`config.mk`:
```
export PLATFORM = sky130hd
export DESIGN_NAME = spi_slave_ram_param
export DESIGN_NICKNAME = d
export VERILOG_FILES = /design/src/rtl/spi_slave_ram_param.sv
export SDC_FILE = /design/constraint.sdc
export NUM_CORES = 2
export LEC_CHECK = 0
export CAP_MARGIN = 20
export CELL_PAD_IN_SITES_DETAIL_PLACEMENT = 1
export CELL_PAD_IN_SITES_GLOBAL_PLACEMENT = 2
export CORE_ASPECT_RATIO = 1.25
export CORE_MARGIN = 2
export CORE_UTILIZATION = 54
export DETAILED_ROUTE_END_ITERATION = 8
export HOLD_SLACK_MARGIN = 0.15
export MAX_ROUTING_LAYER = met4
export PLACE_DENSITY = 0.87
export SYNTH_ARGS = -nofsm -noshare
export SYNTH_HDL_FRONTEND = slang
export SYNTH_SLANG_ARGS = --single-unit
```
`constraint.sdc`:
```
create_clock -name clk -period 12.5 [get_ports clk]
set_input_delay 1.25 -clock clk [delete_from_list [all_inputs] [get_ports clk]]
set_output_delay 1.25 -clock clk [all_outputs]
set_load 0.005 [all_outputs]
```
`src/rtl/spi_slave_ram_param.sv`:
```
// rtl/spi_slave_ram_param.sv - SPI slave with parametrised single-port RAM; optional burst streaming via SPI_BURST_EN
//
// Frame layout (SS_n low): one select edge, two command bits (MSB first), then payload.
//   cmd 00: set write address     cmd 01: write data word
//   cmd 10: set read address      cmd 11: read data word (shifted out on MISO)
// SPI_BURST_EN: data frames keep streaming consecutive words with address auto-increment.
module spi_slave_ram_param #(
  parameter int DATA_WIDTH = 8,
  parameter int DEPTH      = 256
) (
  input  logic clk,
  input  logic rst_n,
  input  logic SS_n,
  input  logic MOSI,
  output logic MISO
);

  localparam int ADDR_WIDTH = $clog2(DEPTH);
  localparam int MAXW       = (DATA_WIDTH > ADDR_WIDTH) ? DATA_WIDTH : ADDR_WIDTH;
  localparam int CW         = $clog2(MAXW + 1);

  localparam logic [2:0] IDLE    = 3'd0;
  localparam logic [2:0] CHK_CMD = 3'd1;
  localparam logic [2:0] CMD_LSB = 3'd2;
  localparam logic [2:0] WR_ADDR = 3'd3;
  localparam logic [2:0] WR_DATA = 3'd4;
  localparam logic [2:0] RD_ADDR = 3'd5;
  localparam logic [2:0] RD_DATA = 3'd6;
  localparam logic [2:0] DONE    = 3'd7;

  // Counter values marking the last payload bit and the end of a read word
  localparam logic [CW-1:0]         ADDR_LAST = CW'(ADDR_WIDTH - 1);
  localparam logic [CW-1:0]         DATA_LAST = CW'(DATA_WIDTH - 1);
  localparam logic [CW-1:0]         DATA_END  = CW'(DATA_WIDTH);
  // One extra bit so DEPTH itself is representable for the range compare
  localparam logic [ADDR_WIDTH:0]   DEPTH_X   = (ADDR_WIDTH + 1)'(DEPTH);

  logic [2:0]            state;
  logic [ADDR_WIDTH-1:0] wr_addr;
  logic [ADDR_WIDTH-1:0] rd_addr;
  logic [CW-1:0]         cnt;
  logic [MAXW-2:0]       shift;
  logic [DATA_WIDTH-1:0] tx;
  logic [DATA_WIDTH-1:0] mem [DEPTH];

  logic [MAXW-1:0]       word_in;
  logic [ADDR_WIDTH-1:0] addr_in;
  logic [DATA_WIDTH-1:0] data_in;
  logic                  wr_ok;
  logic                  mem_we;
  logic [ADDR_WIDTH-1:0] fetch_addr;
  logic [DATA_WIDTH-1:0] fetch_word;

`ifdef SPI_BURST_EN
  localparam logic [ADDR_WIDTH-1:0] ADDR_TOP = ADDR_WIDTH'(DEPTH - 1);
  logic [ADDR_WIDTH-1:0] wr_next;
  logic [ADDR_WIDTH-1:0] rd_next;

  // Successor addresses for streaming; the top of the RAM wraps to zero
  always_comb begin
    wr_next = (wr_addr == ADDR_TOP) ? '0 : wr_addr + 1'b1;
    rd_next = (rd_addr == ADDR_TOP) ? '0 : rd_addr + 1'b1;
  end
`endif

  // Payload assembly: the bit on MOSI now completes the word held in shift
  always_comb begin
    word_in = {shift, MOSI};
    addr_in = word_in[ADDR_WIDTH-1:0];
    data_in = word_in[DATA_WIDTH-1:0];
    wr_ok   = {1'b0, wr_addr} < DEPTH_X;
    mem_we  = (state == WR_DATA) && !SS_n && (cnt == DATA_LAST) && wr_ok;
  end

  // Read fetch: first word from rd_addr, later burst words prefetched from the successor
  always_comb begin
`ifdef SPI_BURST_EN
    fetch_addr = (cnt == '0) ? rd_addr : rd_next;
`else
    fetch_addr = rd_addr;
`endif
    fetch_word = ({1'b0, fetch_addr} < DEPTH_X) ? mem[fetch_addr] : '0;
  end

  // Serial output is driven only while a word is being presented
  always_comb begin
    MISO = (state == RD_DATA) && tx[DATA_WIDTH-1];
  end

  // RAM write port; out-of-range writes are suppressed by mem_we
  always_ff @(posedge clk) begin
    if (mem_we) begin
      mem[wr_addr] <= data_in;
    end
  end

  // Frame sequencer: command decode, payload capture, read shifting, abort on SS_n high
  always_ff @(posedge clk or negedge rst_n) begin
    if (!rst_n) begin
      state   <= IDLE;
      wr_addr <= '0;
      rd_addr <= '0;
      cnt     <= '0;
      shift   <= '0;
      tx      <= '0;
    end else if (SS_n) begin
      state <= IDLE;
      cnt   <= '0;
      shift <= '0;
      tx    <= '0;
    end else begin
      case (state)
        IDLE: begin
          state <= CHK_CMD;
          cnt   <= '0;
        end
        CHK_CMD: begin
          shift <= word_in[MAXW-2:0];
          state <= CMD_LSB;
        end
        CMD_LSB: begin
          cnt <= '0;
          case ({shift[0], MOSI})
            2'b00: state <= WR_ADDR;
            2'b01: state <= WR_DATA;
            2'b10: state <= RD_ADDR;
            2'b11: state <= RD_DATA;
          endcase
        end
        WR_ADDR: begin
          shift <= word_in[MAXW-2:0];
          if (cnt == ADDR_LAST) begin
            wr_addr <= addr_in;
            cnt     <= '0;
            state   <= DONE;
          end else begin
            cnt <= cnt + CW'(1);
          end
        end
        WR_DATA: begin
          shift <= word_in[MAXW-2:0];
          if (cnt == DATA_LAST) begin
            cnt <= '0;
`ifdef SPI_BURST_EN
            wr_addr <= wr_next;
`else
            state <= DONE;
`endif
          end else begin
            cnt <= cnt + CW'(1);
          end
        end
        RD_ADDR: begin
          shift <= word_in[MAXW-2:0];
          if (cnt == ADDR_LAST) begin
            rd_addr <= addr_in;
            cnt     <= '0;
            state   <= DONE;
          end else begin
            cnt <= cnt + CW'(1);
          end
        end
        RD_DATA: begin
          if (cnt == '0) begin
            tx  <= fetch_word;
            cnt <= CW'(1);
          end else if (cnt == DATA_END) begin
`ifdef SPI_BURST_EN
            tx      <= fetch_word;
            rd_addr <= rd_next;
            cnt     <= CW'(1);
`else
            tx    <= '0;
            cnt   <= '0;
            state <= DONE;
`endif
          end else begin
            tx  <= {tx[DATA_WIDTH-2:0], 1'b0};
            cnt <= cnt + CW'(1);
          end
        end
        DONE: begin
          state <= DONE;
        end
        default: begin
          state <= IDLE;
        end
      endcase
    end
  end

endmodule

```
==> impl_metrics.yaml <==
outcome:
  status: "completed"
logic_synthesis:
  synth_cells: 4070
  ys.flop_type: "edfxtp_1"
  postSynthAreaPerCell_um2: 20.1
  async_reset_ff_share_pct: 1.82
  yosysUniqueCellTypes: 62
  synth_edf_count: 2048
  syn_area_mm2: 0.0816
  yosys_warnings: 0
  ys_ff_latch: 2086
  synth.yosys.seq_area_share_pct: 76.5
  synth_fp_nets: 4078
cts:
  cts_tree: "yes"
  cts.reportedPaths.clkPinSlew_ns: 0.07
  cts_sinks: 2086
  cts_buffer_depth: 3
  worstSkewPairLatency_ns: 0.84
  cts_setup_buffers: 0
  h-tree-depth: 4
  cts_root_buf: "clkbuf_16"
  numCtsBuffers: 187
  hold_buffers: 0
  cts_resized: 0
route:
  dr.first_iter.drc_count: 5141
  vias: 42006
  drc: 0
  wl_per_cell_um: 35.3
  totalWireLength_um: 222000
  ant_nets: 0
  avgViaCountPerCell: 6.68
  dr.pass1.iters: 5
power_and_ir_drop:
  peakVddDrop_uv: 138
  p_sw_uw: 2740
  p_comb_share_pct: 1.1
  pwr-share-seq_pct: 56.0
  switching_share_pct: 19.9
  clock_power_share_pct: 43.0
  powerDensity_mw_per_mm2: 153
  p_int_uw: 11000
  p_leak_uw: 0.0269
timing:
  final-setup-viol-count: 0
  hold_viol: 0
  period_minus_slack_ns: 5.54
  skew_ns: 0.0387
  rsz0062_at_grt: "false"
  fin_crit_sh_pct: 44.4
  max_freq_mhz: 180
  setup_tns_ns: 0
  slew_headroom_pct: 6.67
  tightest_slew_ns: 1.40
  whs_ns: 0.489
  drv_slew: 0
grt:
  met3_usage_pct: 4.84
  grt_max_degree: 197
  grtUsageMet2_pct: 47.8
  antenna_found_initial: 2
  grt_remaining_overflow: 0
  grt_pass1_vias: 43911
  grt_busiest_layer: "met2"
  gr-usage-met1_pct: 38.4
  grt_first_pass_wirelength_um: 321000
  gr-usage-all-layers_pct: 30.3
critical_path:
  cp.required_ns: 13.28
  arrival_ns: 6.32
  reg2reg_depth: 9
  cp_max_fo: 105
  cpPeakStageDelay_ns: 0.99
  cp-end-kind: "flip-flop"
  critPathKind: "reg2reg"
  crit_chain: "buf_4 > buf_12 > mux2i_1 > o22a_1 > nor3b_1 > o21ai_0 > o2111ai_1 > nor4_1 > a21o_1"
  reg2reg_slack_ns: 6.96
  r2r-start: "fetch_addr[0]$_DFFE_PN0P_"
  cp-start-kind: "flip-flop"
  critPathSlowestCell: "dfrtp_4"
  worst_r2r_endpoint: "tx[4]$_DFFE_PN0P_"
cells_and_area:
  areaGrowthSynthToFinish_pct: 10.3
  drive_gt1_share_pct: 18.8
  nFillCells: 12512
  fin_util_pct: 59.9
  nNetsFinal: 4116
die:
  core_area_mm2: 0.150
  die_w_um: 352
  dieArea_mm2: 0.154
  start_util_pct: 54.3
  num_io_pins: 5
  rows: 159
  die_h_um: 439
placed_design:
  gp_congestion: 0.898
  dp_hpwl_um: 134000
  port_buffers: 4
hold_path:
  hold_class: "in2async"
job:
  drv_cap: 0
-- metrics by stage --
stage / std cells / cell area (um2) / worst slack (ns) / total power [uW]
after global placement: 5921 / 83600 / 6.98 / 7980
after CTS: 6267 / 89800 / 6.98 / 13800
after detailed placement: 5921 / 83600 / 6.75 / 7990
after floorplan: 4070 / 81600 / 8.08 / 7910
final: 6284 / 90000 / 6.96 / 13700
after global routing: 6281 / 90000 / 6.76 / 14000
-- how the worst max path moves through the flow --
stage / startpoint / to / slack (ns)
2_1_floorplan: shift[0]$_DFFE_PN0P_ / state[1]$_DFFE_PN0P_ / 8.08
3_3_place_gp: SS_n / mem[57][4]$_DFFE_PP_ / 6.98
3_5_place_dp: SS_n / mem[57][7]$_DFFE_PP_ / 6.75
4_1_cts: fetch_addr[0]$_DFFE_PN0P_ / tx[5]$_DFFE_PN0P_ / 6.98
5_1_grt: fetch_addr[0]$_DFFE_PN0P_ / tx[5]$_DFFE_PN0P_ / 6.76
6_report: fetch_addr[0]$_DFFE_PN0P_ / tx[4]$_DFFE_PN0P_ / 6.96
-- power groups by stage --
stage | clock [uW] | sequential [uW] | combinational [uW]
3_3_place_gp | 0 | 7840 | 135
3_5_place_dp | 0 | 7840 | 143
5_1_grt | 6170 | 7690 | 159
2_1_floorplan | 0 | 7880 | 34.2
4_1_cts | 5950 | 7690 | 144
6_report | 5900 | 7690 | 149
-- layer usage --
| metal | routed length [um] | share of wire (%) |
|---|---|---|
| met1 | 81000 | 37 |
| met2 | 110000 | 50 |
| met3 | 17700 | 8.0 |
| met4 | 12700 | 5.7 |
| met5 | 0 | 0 |
-- Yosys cell counts (all sizes together) (21+ instances only) --
master  instances  area (um2)
a21oi          79         395
buf           132         975
clkbuf        109         409
dfrtp          38         951
edfxtp       2048       61500
mux2           22         248
mux2i         302        3020
mux4          388        8740
nand2          92         348
nand3          21         105
nor2          313        1170
nor2b          23         144
nor3           60         300
o21ai          42         210
o221ai        113        1000
o22ai          90         576
-- layout make-up --
class / count / area, um2 / area share, %
Antenna cell: 7 / 17.5 / 0.0195
Multi-Input combinational cell: 1734 / 17800 / 19.8
Sequential cell: 2086 / 62500 / 69.4
Timing Repair Buffer: 90 / 945 / 1.05
Tap cell: 2012 / 2520 / 2.80
Inverter: 9 / 37.5 / 0.0417
Clock buffer: 237 / 4940 / 5.49
Clock inverter: 109 / 1280 / 1.42
-- cells in the final DEF (no fill, tap or decap), drive strengths merged, types with 22 or more instances in the layout --
cell type and instances:
o21ai 42, dfrtp 38, nor2 313, bufinv 24, mux2i 302, nor2b 23, mux2 22, nor3 60
o221ai 113, o22ai 90, edfxtp 2048, a21oi 79, clkbuf 238, buf 87, nand2 92, mux4 388
clkinv 63
-- critical path: cells and delay by family (launching register included) --
kind,cells,cell delay [ns]
compound gates,4,1.59
buf+inv,2,1.36
flops,1,0.99
mux,1,0.24
simple gates,2,1.09
-- flip-flops by register name (all words and copies together), names as in the netlist --
register	cells
state	3
fetch_addr	8
mem	2048
cnt	4
wr_addr	8
shift	7
tx	8
-- cells by family after synthesis --
logic type / after synthesis / synth area share, %
flops: 2086 / 76.5
mux: 712 / 14.7
buf+inv: 250 / 1.74
fa+ha+maj: 4 / 0.0613
simple gates: 566 / 3.04
compound gates: 452 / 3.94
No activity file was read; power rests on OpenSTA's default activity.
